`config.mk`:
```
export PLATFORM = sky130hd
export DESIGN_NAME = apb_uart_core_v2_flat
export DESIGN_NICKNAME = d
export VERILOG_FILES = /design/src/rtl/apb_uart_core_v2_if.sv /design/src/rtl/apb_uart_core_v2.sv /design/src/flat_wrapper.sv
export SDC_FILE = /design/constraint.sdc
export NUM_CORES = 1
export LEC_CHECK = 0
export ABC_AREA = 1
export BUFFER_PORTS_ARGS = -buffer_cell sky130_fd_sc_hd__buf_2
export CORE_UTILIZATION = 55
export DETAILED_ROUTE_END_ITERATION = 8
export PLACE_DENSITY = 0.78
export RECOVER_POWER = 50
export SLEW_MARGIN = 0
export SYNTH_ARGS = -nofsm -noshare
export SYNTH_HDL_FRONTEND = slang
export SYNTH_SLANG_ARGS = --single-unit
```
`constraint.sdc`:
```
create_clock -name clk -period 4.7 [get_ports clk]
set_input_delay 0.235 -clock clk [delete_from_list [all_inputs] [get_ports clk]]
set_output_delay 0.235 -clock clk [all_outputs]
set_load 0.05 [all_outputs]
```
`src/rtl/apb_uart_core_v2_if.sv`:
```
// APB slave bundle for apb_uart_core_v2.
// Carries the bus handshake; clk/reset and serial pins stay plain ports.
interface apb_uart_core_v2_if;
  logic [4:0]  PADDR;
  logic        PWRITE;
  logic        PENABLE;
  logic [31:0] PWDATA;
  logic        PSEL;
  logic [31:0] PRDATA;
  logic        PREADY;

  modport master (
    output PADDR, PWRITE, PENABLE, PWDATA, PSEL,
    input  PRDATA, PREADY
  );

  modport slave (
    input  PADDR, PWRITE, PENABLE, PWDATA, PSEL,
    output PRDATA, PREADY
  );
endinterface

```
`src/rtl/apb_uart_core_v2.sv`:
```
// APB UART with TX/RX FIFOs, run-time divisor, parity, sticky errors.
// Define UART_IRQ_EN to add the irq port and the IRQ_EN register.
module apb_uart_core_v2_fifo #(
  parameter int DEPTH = 8
) (
  input  logic       clk,
  input  logic       reset,
  input  logic       push,
  input  logic [7:0] wdata,
  input  logic       pop,
  output logic [7:0] rdata,
  output logic       full,
  output logic       empty,
  output logic       push_ok
);
  localparam int AW = $clog2(DEPTH);

  logic [7:0]    mem_q [DEPTH];
  logic [AW-1:0] wptr_q, wptr_d;
  logic [AW-1:0] rptr_q, rptr_d;
  logic [AW:0]   cnt_q, cnt_d;
  logic          pop_ok;

  // a pop frees a slot, so a full FIFO still takes a same-cycle push
  always_comb begin
    full    = cnt_q == (AW+1)'(DEPTH);
    empty   = cnt_q == '0;
    pop_ok  = pop & ~empty;
    push_ok = push & (~full | pop_ok);
    wptr_d  = push_ok ? wptr_q + AW'(1) : wptr_q;
    rptr_d  = pop_ok ? rptr_q + AW'(1) : rptr_q;
    cnt_d   = cnt_q + (AW+1)'(push_ok) - (AW+1)'(pop_ok);
    rdata   = mem_q[rptr_q];
  end

  always_ff @(posedge clk) begin
    if (push_ok) mem_q[wptr_q] <= wdata;
  end

  always_ff @(posedge clk) begin
    if (reset) begin
      wptr_q <= '0;
      rptr_q <= '0;
      cnt_q  <= '0;
    end else begin
      wptr_q <= wptr_d;
      rptr_q <= rptr_d;
      cnt_q  <= cnt_d;
    end
  end
endmodule

module apb_uart_core_v2 #(
  parameter int CLK_FREQ     = 100_000_000,
  parameter int BAUD_DEFAULT = 9600,
  parameter int OVERSAMPLE   = 16,
  parameter int FIFO_DEPTH   = 8
) (
  input  logic               clk,
  input  logic               reset,
  apb_uart_core_v2_if.slave  apb,
  input  logic               rx,
  output logic               tx
`ifdef UART_IRQ_EN
  ,
  output logic               irq
`endif
);
  localparam logic [15:0] BAUD_RST =
    16'(CLK_FREQ / (BAUD_DEFAULT * OVERSAMPLE));
  localparam logic [3:0] LAST = 4'(OVERSAMPLE - 1);
  localparam logic [3:0] MID  = 4'(OVERSAMPLE / 2 - 1);

  typedef enum logic [2:0] {
    TX_IDLE, TX_START, TX_DATA, TX_PAR, TX_STOP
  } tx_state_e;

  typedef enum logic [2:0] {
    RX_IDLE, RX_START, RX_DATA, RX_PAR, RX_STOP
  } rx_state_e;

  logic        pready_q, pready_d;
  logic [31:0] prdata_q, prdata_d;
  logic [4:0]  ctrl_q, ctrl_d;
  logic [15:0] baud_q, baud_d;
  logic [15:0] baud_act_q, baud_act_d;
  logic [15:0] cnt_q, cnt_d;
  logic [3:0]  stk_q, stk_d;

  tx_state_e   txs_q, txs_d;
  logic [3:0]  tx_tc_q, tx_tc_d;
  logic [2:0]  tx_bit_q, tx_bit_d;
  logic [7:0]  tx_sh_q, tx_sh_d;
  logic        tx_par_q, tx_par_d;
  logic        tx_pen_q, tx_pen_d;
  logic        tx_two_q, tx_two_d;
  logic        tx_stp2_q, tx_stp2_d;
  logic        tx_q, tx_d;

  rx_state_e   rxs_q, rxs_d;
  logic [3:0]  rx_tc_q, rx_tc_d;
  logic [2:0]  rx_bit_q, rx_bit_d;
  logic [7:0]  rx_sh_q, rx_sh_d;
  logic        rx_pen_q, rx_pen_d;
  logic        rx_odd_q, rx_odd_d;
  logic        rx_perr_q, rx_perr_d;
  logic        rx_s1_q, rx_s2_q;

  logic        access, wr, rd;
  logic        a_data, a_stat, a_ctrl, a_baud;
  logic [31:0] rdata;
  logic [31:0] status;
  logic [3:0]  w1c, stk_set;
  logic        baud_wr, both_idle, tick;
  logic        tx_push, tx_pop, tx_full, tx_empty, tx_push_ok;
  logic [7:0]  tx_rdata;
  logic        rx_push, rx_pop, rx_full, rx_empty, rx_push_ok;
  logic        frame_set, par_set;
  logic        tx_busy;
  logic [15:0] unused_pwdata;

`ifdef UART_IRQ_EN
  logic        a_irq;
  logic [2:0]  irq_en_q, irq_en_d;
  logic        irq_q, irq_d;
`endif

  assign unused_pwdata = apb.PWDATA[31:16];

  apb_uart_core_v2_fifo #(.DEPTH(FIFO_DEPTH)) u_tx_fifo (
    .clk     (clk),
    .reset   (reset),
    .push    (tx_push),
    .wdata   (apb.PWDATA[7:0]),
    .pop     (tx_pop),
    .rdata   (tx_rdata),
    .full    (tx_full),
    .empty   (tx_empty),
    .push_ok (tx_push_ok)
  );

  logic [7:0] rx_rdata;

  apb_uart_core_v2_fifo #(.DEPTH(FIFO_DEPTH)) u_rx_fifo (
    .clk     (clk),
    .reset   (reset),
    .push    (rx_push),
    .wdata   (rx_sh_q),
    .pop     (rx_pop),
    .rdata   (rx_rdata),
    .full    (rx_full),
    .empty   (rx_empty),
    .push_ok (rx_push_ok)
  );

  assign tx_busy = txs_q != TX_IDLE;
  assign status  = {23'b0, stk_q, rx_empty, rx_full,
                    tx_empty, tx_full, tx_busy};

  always_comb begin
    access = apb.PSEL & apb.PENABLE & ~pready_q;
    wr     = access & apb.PWRITE;
    rd     = access & ~apb.PWRITE;
    a_data = apb.PADDR == 5'h00;
    a_stat = apb.PADDR == 5'h04;
    a_ctrl = apb.PADDR == 5'h08;
    a_baud = apb.PADDR == 5'h0C;
`ifdef UART_IRQ_EN
    a_irq  = apb.PADDR == 5'h10;
`endif
  end

  always_comb begin
    rdata   = '0;
    tx_push = 1'b0;
    rx_pop  = 1'b0;
    w1c     = '0;
    ctrl_d  = ctrl_q;
    baud_d  = baud_q;
    baud_wr = 1'b0;
`ifdef UART_IRQ_EN
    irq_en_d = irq_en_q;
`endif
    unique case (1'b1)
      a_data: begin
        tx_push = wr;
        rx_pop  = rd & ~rx_empty;
        rdata   = rx_empty ? '0 : {24'b0, rx_rdata};
      end
      a_stat: begin
        rdata = status;
        if (wr) w1c = apb.PWDATA[8:5];
      end
      a_ctrl: begin
        rdata = {27'b0, ctrl_q};
        if (wr) ctrl_d = apb.PWDATA[4:0];
      end
      a_baud: begin
        rdata = {16'b0, baud_q};
        if (wr) begin
          baud_wr = 1'b1;
          baud_d  = (apb.PWDATA[15:0] == '0) ? 16'd1
                                             : apb.PWDATA[15:0];
        end
      end
`ifdef UART_IRQ_EN
      a_irq: begin
        rdata = {29'b0, irq_en_q};
        if (wr) irq_en_d = apb.PWDATA[2:0];
      end
`endif
      default: ;
    endcase
    pready_d = access;
    prdata_d = rd ? rdata : '0;
  end

  // sticky set beats a same-cycle W1C
  always_comb begin
    stk_set = {tx_push & ~tx_push_ok, par_set,
               frame_set, rx_push & ~rx_push_ok};
    stk_d   = (stk_q & ~w1c) | stk_set;
  end

  // divisor switches only while both FSMs sit between frames
  always_comb begin
    both_idle  = (txs_q == TX_IDLE) && (rxs_q == RX_IDLE);
    baud_act_d = both_idle ? baud_q : baud_act_q;
    tick       = cnt_q >= baud_act_q - 16'd1;
    if (both_idle && (baud_wr || baud_act_q != baud_q))
      cnt_d = '0;
    else if (tick)
      cnt_d = '0;
    else
      cnt_d = cnt_q + 16'd1;
  end

  always_comb begin
    txs_d     = txs_q;
    tx_tc_d   = tx_tc_q;
    tx_bit_d  = tx_bit_q;
    tx_sh_d   = tx_sh_q;
    tx_par_d  = tx_par_q;
    tx_pen_d  = tx_pen_q;
    tx_two_d  = tx_two_q;
    tx_stp2_d = tx_stp2_q;
    tx_d      = tx_q;
    tx_pop    = 1'b0;
    unique case (txs_q)
      TX_IDLE: begin
        if (tick && ctrl_q[0] && !tx_empty) begin
          tx_pop   = 1'b1;
          txs_d    = TX_START;
          tx_sh_d  = tx_rdata;
          tx_par_d = ^tx_rdata ^ ctrl_q[3];
          tx_pen_d = ctrl_q[2];
          tx_two_d = ctrl_q[4];
          tx_tc_d  = '0;
          tx_d     = 1'b0;
        end
      end
      TX_START: begin
        if (tick) begin
          tx_tc_d = tx_tc_q + 4'd1;
          if (tx_tc_q == LAST) begin
            txs_d    = TX_DATA;
            tx_bit_d = '0;
            tx_d     = tx_sh_q[0];
          end
        end
      end
      TX_DATA: begin
        if (tick) begin
          tx_tc_d = tx_tc_q + 4'd1;
          if (tx_tc_q == LAST) begin
            if (tx_bit_q == 3'd7) begin
              if (tx_pen_q) begin
                txs_d = TX_PAR;
                tx_d  = tx_par_q;
              end else begin
                txs_d     = TX_STOP;
                tx_stp2_d = 1'b0;
                tx_d      = 1'b1;
              end
            end else begin
              tx_bit_d = tx_bit_q + 3'd1;
              tx_sh_d  = {1'b0, tx_sh_q[7:1]};
              tx_d     = tx_sh_q[1];
            end
          end
        end
      end
      TX_PAR: begin
        if (tick) begin
          tx_tc_d = tx_tc_q + 4'd1;
          if (tx_tc_q == LAST) begin
            txs_d     = TX_STOP;
            tx_stp2_d = 1'b0;
            tx_d      = 1'b1;
          end
        end
      end
      TX_STOP: begin
        if (tick) begin
          tx_tc_d = tx_tc_q + 4'd1;
          if (tx_tc_q == LAST) begin
            if (tx_two_q && !tx_stp2_q) tx_stp2_d = 1'b1;
            else txs_d = TX_IDLE;
          end
        end
      end
      default: txs_d = TX_IDLE;
    endcase
  end

  always_comb begin
    rxs_d     = rxs_q;
    rx_tc_d   = rx_tc_q;
    rx_bit_d  = rx_bit_q;
    rx_sh_d   = rx_sh_q;
    rx_pen_d  = rx_pen_q;
    rx_odd_d  = rx_odd_q;
    rx_perr_d = rx_perr_q;
    rx_push   = 1'b0;
    frame_set = 1'b0;
    par_set   = 1'b0;
    unique case (rxs_q)
      RX_IDLE: begin
        if (tick && ctrl_q[1] && !rx_s2_q) begin
          rxs_d     = RX_START;
          rx_tc_d   = '0;
          rx_pen_d  = ctrl_q[2];
          rx_odd_d  = ctrl_q[3];
          rx_perr_d = 1'b0;
        end
      end
      RX_START: begin
        if (tick) begin
          rx_tc_d = rx_tc_q + 4'd1;
          if (rx_tc_q == MID) begin
            rx_tc_d  = '0;
            rx_bit_d = '0;
            rxs_d    = rx_s2_q ? RX_IDLE : RX_DATA;
          end
        end
      end
      RX_DATA: begin
        if (tick) begin
          rx_tc_d = rx_tc_q + 4'd1;
          if (rx_tc_q == LAST) begin
            rx_sh_d  = {rx_s2_q, rx_sh_q[7:1]};
            rx_bit_d = rx_bit_q + 3'd1;
            if (rx_bit_q == 3'd7)
              rxs_d = rx_pen_q ? RX_PAR : RX_STOP;
          end
        end
      end
      RX_PAR: begin
        if (tick) begin
          rx_tc_d = rx_tc_q + 4'd1;
          if (rx_tc_q == LAST) begin
            rx_perr_d = rx_s2_q ^ (^rx_sh_q) ^ rx_odd_q;
            rxs_d     = RX_STOP;
          end
        end
      end
      RX_STOP: begin
        if (tick) begin
          rx_tc_d = rx_tc_q + 4'd1;
          if (rx_tc_q == LAST) begin
            rx_push   = 1'b1;
            frame_set = ~rx_s2_q;
            par_set   = rx_perr_q;
            rxs_d     = RX_IDLE;
          end
        end
      end
      default: rxs_d = RX_IDLE;
    endcase
  end

`ifdef UART_IRQ_EN
  always_comb begin
    irq_d = |(irq_en_q & {|stk_q, tx_empty, ~rx_empty});
  end
  assign irq = irq_q;
`endif

  always_ff @(posedge clk) begin
    if (reset) begin
      pready_q   <= 1'b0;
      prdata_q   <= '0;
      ctrl_q     <= 5'b00011;
      baud_q     <= BAUD_RST;
      baud_act_q <= BAUD_RST;
      cnt_q      <= '0;
      stk_q      <= '0;
      txs_q      <= TX_IDLE;
      tx_tc_q    <= '0;
      tx_bit_q   <= '0;
      tx_sh_q    <= '0;
      tx_par_q   <= 1'b0;
      tx_pen_q   <= 1'b0;
      tx_two_q   <= 1'b0;
      tx_stp2_q  <= 1'b0;
      tx_q       <= 1'b1;
      rxs_q      <= RX_IDLE;
      rx_tc_q    <= '0;
      rx_bit_q   <= '0;
      rx_sh_q    <= '0;
      rx_pen_q   <= 1'b0;
      rx_odd_q   <= 1'b0;
      rx_perr_q  <= 1'b0;
      rx_s1_q    <= 1'b1;
      rx_s2_q    <= 1'b1;
`ifdef UART_IRQ_EN
      irq_en_q   <= '0;
      irq_q      <= 1'b0;
`endif
    end else begin
      pready_q   <= pready_d;
      prdata_q   <= prdata_d;
      ctrl_q     <= ctrl_d;
      baud_q     <= baud_d;
      baud_act_q <= baud_act_d;
      cnt_q      <= cnt_d;
      stk_q      <= stk_d;
      txs_q      <= txs_d;
      tx_tc_q    <= tx_tc_d;
      tx_bit_q   <= tx_bit_d;
      tx_sh_q    <= tx_sh_d;
      tx_par_q   <= tx_par_d;
      tx_pen_q   <= tx_pen_d;
      tx_two_q   <= tx_two_d;
      tx_stp2_q  <= tx_stp2_d;
      tx_q       <= tx_d;
      rxs_q      <= rxs_d;
      rx_tc_q    <= rx_tc_d;
      rx_bit_q   <= rx_bit_d;
      rx_sh_q    <= rx_sh_d;
      rx_pen_q   <= rx_pen_d;
      rx_odd_q   <= rx_odd_d;
      rx_perr_q  <= rx_perr_d;
      rx_s1_q    <= rx;
      rx_s2_q    <= rx_s1_q;
`ifdef UART_IRQ_EN
      irq_en_q   <= irq_en_d;
      irq_q      <= irq_d;
`endif
    end
  end

  assign apb.PREADY = pready_q;
  assign apb.PRDATA = prdata_q;
  assign tx         = tx_q;
endmodule
```
`src/flat_wrapper.sv`:
```
// flat-port wrapper written by rule: the top's interface ports become plain ports
module apb_uart_core_v2_flat 
#(
  parameter int CLK_FREQ     = 100_000_000,
  parameter int BAUD_DEFAULT = 9600,
  parameter int OVERSAMPLE   = 16,
  parameter int FIFO_DEPTH   = 8
)
  (clk, reset, rx, tx, apb_PADDR, apb_PWRITE, apb_PENABLE, apb_PWDATA, apb_PSEL, apb_PRDATA, apb_PREADY);
  apb_uart_core_v2_if apb_i ();
  input  logic clk;
  input  logic reset;
  input  logic rx;
  output logic tx;
  input wire logic [$bits(apb_i.PADDR)-1:0] apb_PADDR;
  input wire logic [$bits(apb_i.PWRITE)-1:0] apb_PWRITE;
  input wire logic [$bits(apb_i.PENABLE)-1:0] apb_PENABLE;
  input wire logic [$bits(apb_i.PWDATA)-1:0] apb_PWDATA;
  input wire logic [$bits(apb_i.PSEL)-1:0] apb_PSEL;
  output wire logic [$bits(apb_i.PRDATA)-1:0] apb_PRDATA;
  output wire logic [$bits(apb_i.PREADY)-1:0] apb_PREADY;
  assign apb_i.PADDR = apb_PADDR;
  assign apb_i.PWRITE = apb_PWRITE;
  assign apb_i.PENABLE = apb_PENABLE;
  assign apb_i.PWDATA = apb_PWDATA;
  assign apb_i.PSEL = apb_PSEL;
  assign apb_PRDATA = apb_i.PRDATA;
  assign apb_PREADY = apb_i.PREADY;
  apb_uart_core_v2 #(.CLK_FREQ(CLK_FREQ), .BAUD_DEFAULT(BAUD_DEFAULT), .OVERSAMPLE(OVERSAMPLE), .FIFO_DEPTH(FIFO_DEPTH)) u_core (.clk(clk), .reset(reset), .apb(apb_i), .rx(rx), .tx(tx));
endmodule
```
==> Yosys cells after proc, flatten, opt, wreduce, memory -nomap -nowiden <==
Memories as Yosys holds them, arrays and structs flattened. A register that Yosys moved wholly into a read port is not among the register bits.
Index checks and enable logic that the tools add are counted.
{ "op_classes": {"n_addsub": 14, "order_cmp": 1, "eq_ne": 45, "muxes": 102, "bitwise": 29, "n_reduce_logical": 47} }
{ "ops": {"columns": ["operator", "count"], "rows": [
  ["32-bit case mux with 4 select lines", 1],
  ["3-bit 2-to-1 mux", 36],
  ["2-bit by 1-bit inequality test with 1-bit output, second input constant", 21],
  ["1-bit 2-to-1 mux", 40],
  ["8-bit 2-to-1 mux", 5],
  ["4-bit 2-to-1 mux", 8],
  ["3-bit case mux with 5 select lines", 2],
  ["10-bit AND reduction", 2],
  ["3-bit by 1-bit adder with 3-bit output, second input constant", 6],
  ["16-bit by 1-bit adder with 16-bit output, second input constant", 1],
  ["4-bit equality test, second input constant", 4],
  ["16-bit >= comparator", 1],
  ["16-bit logical NOT", 1],
  ["16-bit 2-to-1 mux", 1],
  ["16-bit inequality test", 1],
  ["8-bit case mux with 2 select lines", 1],
  ["8-bit XOR reduction", 2],
  ["16-bit by 1-bit subtractor with 16-bit output, second input constant", 1],
  ["3-bit by 2-bit equality test with 1-bit output, second input constant", 4],
  ["3-bit equality test, second input constant", 4],
  ["3-bit case mux with 2 select lines", 2],
  ["4-bit case mux with 3 select lines", 1],
  ["1-bit bitwise AND", 11],
  ["11-bit AND reduction", 1],
  ["other kinds (37)", 81]
]} }
{ "totals": {"ff_bits": 156, "mem_bits_rw": 128, "input_bits": 43, "out_inout_bits": 34, "wordCells": 271, "mem_count": 2} }
{ "memory_table": {"columns": ["memory", "depth", "word_bits", "rd", "rd_ports_with_merged_regs", "write_ports", "line", "text"], "rows": [
  ["u_core.u_rx_fifo.mem_q", 8, 8, 1, 1, 1, "apb_uart_core_v2.sv:18", "logic [7:0] mem_q [DEPTH];"],
  ["u_core.u_tx_fifo.mem_q", 8, 8, 1, 1, 1, "apb_uart_core_v2.sv:18", null]
]} }

==> Logic depth before layout (Yosys ltp) <==
{ "depth": {"depth_word": 12, "depth_mapped": 26, "depth_no_buf": 26} }

==> Hierarchy <==
Synthesis repeated with hierarchy kept, for this count alone.
{ "unflattened": {"cells_unflattened": 1485, "hier_area_um2": 12969.9} }
{ "modules_own_cells": {"columns": ["mod", "instances", "cells_each", "area_each_um2", "seq_area_each_um2"], "rows": [
  ["apb_uart_core_v2", 1, 929, 6585.1, 2402.3],
  ["apb_uart_core_v2_fifo (u_core.u_rx_fifo)", 1, 288, 3221.8, 2182.1],
  ["apb_uart_core_v2_fifo (u_core.u_tx_fifo)", 1, 268, 3163.0, 2182.1]
]} }

==> Worst setup path after synthesis <==
OpenSTA, ideal clock, no wires.
{ "synth_path": {"path_type": "register to register", "start": "register u_core.baud_act_q[0]", "end": "memory u_core.u_tx_fifo.mem_q[0][0] (enable)", "setup_time_ns": 0.383, "t_arrival_ns": 3.235, "required_time_ns": 4.317, "slack_ns": 1.082, "stages_incl_launch_ff": 19, "path_buffers": 0, "synth_period_minus_slack_ns": 3.618, "cell_sequence": "dfxtp_1 > inv_1 > ha_1 > nand2_1 > nor4_1 > nand3_1 > nor3_1 > xor2_1 > inv_1 > ha_1 > nand2_1 > nor3_1 > nand2_2 > nand2_4 > nand2_1 > nand2_1 > nand2_2 > or2_1 > nor3_1"} }
{ "synth_via": {"elab_chain_cells": 11} }
{ "synth_rtl": {"columns": ["item", "line", "text"], "rows": [
  ["start: declaration", "apb_uart_core_v2.sv:86", "logic [15:0] baud_act_q, baud_act_d;"],
  ["start signal: assignment", "apb_uart_core_v2.sv:425", "baud_act_q <= baud_act_d;"],
  ["16-bit by 1-bit subtractor with 16-bit output", "apb_uart_core_v2.sv:229", "tick = cnt_q >= baud_act_q - 16'd1;"],
  ["16-bit >= comparator", "apb_uart_core_v2.sv:229", null],
  ["1-bit logical AND (2 in series)", "apb_uart_core_v2.sv:251", "if (tick && ctrl_q[0] && !tx_empty) begin"],
  ["1-bit 2-to-1 mux", "apb_uart_core_v2.sv:251", null],
  ["1-bit 2-to-1 mux", "apb_uart_core_v2.sv:249", "unique case (txs_q)"],
  ["1-bit bitwise AND", "apb_uart_core_v2.sv:28", "pop_ok = pop & ~empty;"],
  ["1-bit bitwise OR", "apb_uart_core_v2.sv:29", "push_ok = push & (~full | pop_ok);"],
  ["1-bit bitwise AND", "apb_uart_core_v2.sv:29", null],
  ["1-bit 2-to-1 mux", "apb_uart_core_v2.sv:37", "if (push_ok) mem_q[wptr_q] <= wdata;"],
  ["1-bit 2-to-1 mux (implied by the code)", "apb_uart_core_v2.sv:37", null],
  ["end: declaration", "apb_uart_core_v2.sv:18", null]
]} }
No other way between the ends.

==> Final worst setup path <==
{ "layout_path": {"start": "register u_core.baud_act_q[0]", "end": "register u_core.u_rx_fifo.cnt_q[2]"} }
{ "layout_via": {"elab_chain_cells": 7} }
{ "layout_rtl": {"columns": ["item", "line", "text"], "rows": [
  ["16-bit by 1-bit subtractor with 16-bit output", "apb_uart_core_v2.sv:229", null],
  ["16-bit >= comparator", "apb_uart_core_v2.sv:229", null],
  ["1-bit 2-to-1 mux", "apb_uart_core_v2.sv:368", "if (tick) begin"],
  ["1-bit 2-to-1 mux", "apb_uart_core_v2.sv:327", "unique case (rxs_q)"],
  ["1-bit bitwise AND", "apb_uart_core_v2.sv:29", null],
  ["4-bit by 1-bit adder with 4-bit output", "apb_uart_core_v2.sv:32", "cnt_d = cnt_q + (AW+1)'(push_ok) - (AW+1)'(pop_ok);"],
  ["4-bit by 1-bit subtractor with 4-bit output", "apb_uart_core_v2.sv:32", null],
  ["end signal: assignment", "apb_uart_core_v2.sv:48", "cnt_q <= cnt_d;"],
  ["end: declaration", "apb_uart_core_v2.sv:21", "logic [AW:0] cnt_q, cnt_d;"]
]} }
No other way between the ends.
A chain may end at the register's enable or synchronous reset.

==> results.cfg <==
[min_path]
hold-path-endpoint = u_core.baud_q[11]$_SDFFE_PP0P_
holdPathStages = 3
worstHoldStart = apb_PWDATA[11]
min_path_type = in -> reg

[timing]
rsz0062_at_grt = no
worstMarginPinSlew_ns = 1.26
fin_crit_sh = 0.876
hold_viol = 0
min_period_ns = 4.12
relSlewSlack = 0.161
setup-tns-final_ns = 0
finalSetupViolCount = 0
layout_setup_ws_ns = 0.581
maxSlewViolCount = 0
max_freq_ghz = 0.243
fin_skew_ns = 0.0144

[logic_synthesis]
synth_cell_types = 53
synth-seq-cells = 274
synth_area_um2 = 13000
ys.flop_type = dfxtp_1
synth_warnings = 0
synth-async-reset-ratio = 0
ys_seq_area_frac = 0.521
avgSynthCellArea_um2 = 8.62
synth_edf_count = 128
netlist_instances = 1506

[cells_and_area]
nNetsFinal = 1645
layout_common_cells = nand2_1 (305), inv_1 (169), nor2_1 (164), dfxtp_1 (146), edfxtp_1 (128)
final_common_cell = nand2_1
area_growth_pct = 11.3
n_fill_cell = 1860
num_antenna_cells = 0
drive_above_1_share = 0.0903

[placement]
io_buffers = 44
hpwl_um = 19200
pre_cts_ws_ns = 0.604
place_congestion = 0.875

[clocking]
cts_setup_buffers = 0
cts_root_buf = clkbuf_16
path_clk_slew_ns = 0.06
clk_latency_ns = 0.54
cts_resized = 0
h-tree-depth = 1
cts_buffer_depth = 3
numCtsBuffers = 28
cts_tree = built
cts_sinks = 274

[floorplan]
rows = 55
die-area_um2 = 24200
coreArea_um2 = 22900
top_level_ports = 77
die_w_um = 156
start_util = 0.567
floorplan.die.height_um = 156

[worst_setup_path]
crit_fanout = 14
critPathKind = reg -> reg
end_kind = flip-flop
rr_worst_depth = 22
r2r_setup_slack_ns = 0.58
cp_cell_sequence = inv_1, ha_1, nand2_1, nor4_1, nand3_1, nor3_1, xor2_1, inv_1, ha_1, nand2_1, nor3_1, nand2_2, nand2_4, nand2_4, nor2_4, o21ai_2, o21ai_0, ha_1, inv_1, fa_1, xor2_1, nor2_1
rr_startpoint = u_core.baud_act_q[0]$_SDFFE_PP1P_
required_ns = 5.10
rr_endpoint = u_core.u_rx_fifo.cnt_q[2]$_SDFF_PP0_
critical_path.max_stage_delay_ns = 0.38
cp-start-kind = flip-flop
crit_arrival_ns = 4.52
crit_slowest_cell = fa_1

[status]
status = completed

[global_routing]
track_usage = 0.238
grt_pass1_vias = 9683
grt-ovfl-total = 0
grt_max_degree = 58
antenna_found_initial = 0
grt_pass1_wl_um = 46300

[drt]
final_antenna_net_count = 0
wl_um = 28100
drt_iter0_markers = 876
viasPerCell = 5.35
first_pass_iters = 5
drc = 0
wl_per_cell_um = 14.8
vias = 10200

[flow_run]
max_cap_violations = 0

[pwr]
power.density_nw_per_um2 = 407
peakVddDrop_v = 0.000340
p_leak_nw = 5.83
-- synth_stat cells, drive strengths merged, types with 11 or more instances --
master | number | area, µm²
xor2 | 28 | 245
ha | 38 | 475
nand3 | 88 | 450
inv | 181 | 682
nor2 | 175 | 734
xnor2 | 15 | 131
clkbuf | 23 | 86.3
edfxtp | 128 | 3840
o21ai | 111 | 559
buf | 38 | 254
dfxtp | 146 | 2920
nand2 | 314 | 1210
nor3 | 43 | 245
a21oi | 89 | 457
o221ai | 11 | 96.3
or2 | 11 | 68.8
-- how the worst max path moves through the flow --
stage	from	to	slack [ns]	cells past startpoint
2_1_floorplan	u_core.baud_act_q[0]$_SDFFE_PP1P_	u_core.u_tx_fifo.mem_q[0][0]$_DFFE_PP_	1.08	18
3_3_place_gp	u_core.baud_act_q[0]$_SDFFE_PP1P_	u_core.u_rx_fifo.cnt_q[2]$_SDFF_PP0_	0.71	22
3_5_place_dp	u_core.baud_act_q[0]$_SDFFE_PP1P_	u_core.u_rx_fifo.cnt_q[2]$_SDFF_PP0_	0.60	22
4_1_cts	u_core.baud_act_q[0]$_SDFFE_PP1P_	u_core.u_rx_fifo.cnt_q[2]$_SDFF_PP0_	0.57	22
5_1_grt	u_core.baud_act_q[0]$_SDFFE_PP1P_	u_core.u_rx_fifo.cnt_q[2]$_SDFF_PP0_	0.18	22
6_report	u_core.baud_act_q[0]$_SDFFE_PP1P_	u_core.u_rx_fifo.cnt_q[2]$_SDFF_PP0_	0.58	22
-- kinds of logic (layout without fill, tap and decap cells) --
kind of cell    count (synthesis)  in the layout  share of synthesized area
simple gates                  661            661                      0.226
other cells                     1             16                   0.000289
fa+ha+maj                      40             40                     0.0397
buf+inv                       243            306                     0.0790
xor+xnor                       43             43                     0.0290
compound gates                244            244                      0.105
flops                         274            274                      0.521
-- area by class of cell --
class,count,area (µm²),area share
clock inverter,17,173,0.0119
sequential,274,6770,0.468
multi-input combinational,1004,5230,0.362
timing repair buffer,72,412,0.0285
clock buffer,35,800,0.0553
tap,313,392,0.0271
inverter,182,686,0.0474
-- through the flow --
| step | hold WS (ns) | power, W | utilization | cells | instance area [µm²] |
|---|---|---|---|---|---|
| final | 0.0206 | 0.00588 | 0.631 | 1897 | 14500 |
| after global routing | 0.0289 | 0.00616 | 0.631 | 1897 | 14500 |
| after CTS | 0.00606 | 0.00591 | 0.633 | 1897 | 14500 |
| after detailed placement | 0.392 | 0.00364 | 0.588 | 1838 | 13500 |
| after global placement | 0.394 | 0.00361 | 0.588 | 1838 | 13500 |
| after floorplan | 0.334 | 0.00346 | - | 1521 | 13000 |
-- critical path, delay by kind of cell (launching register included) --
family	cells	cell delay, ns
fa+ha+maj	4	1.02
buf+inv	3	0.24
flops	1	0.29
xor+xnor	2	0.34
compound gates	2	0.29
simple gates	11	1.77
-- what timing repair did --
item	in CTS	in global routing
endpoints found under the setup margin	0	0
endpoints found under the hold margin	7	0
hold buffers	7	0
-- sequential cells by signal (all words and copies together), names as in the netlist, 5 cells and up, named ones only --
name                    count
u_core.apb.PRDATA          16
u_core.baud_act_q          16
u_core.baud_q              16
u_core.cnt_q               16
u_core.ctrl_q               5
u_core.rx_sh_q              8
u_core.tx_sh_q              8
u_core.u_rx_fifo.mem_q     64
u_core.u_tx_fifo.mem_q     64
-- power by group --
group / switching (W) / internal (W)
Sequential: 0.0000878 / 0.00258
Clock: 0.000916 / 0.00137
Combinational: 0.000640 / 0.000291
-- routing by layer --
| metal | up-vias | GRT usage | wire [µm] |
|---|---|---|---|
| met5 | - | 0 | 0 |
| met3 | 56 | 0.0350 | 1960 |
| met4 | 0 | 0.0700 | 699 |
| li1 | 5070 | - | - |
| met1 | 4679 | 0.314 | 12100 |
| met2 | 352 | 0.405 | 13300 |
(Power assumes the default switching activity.)
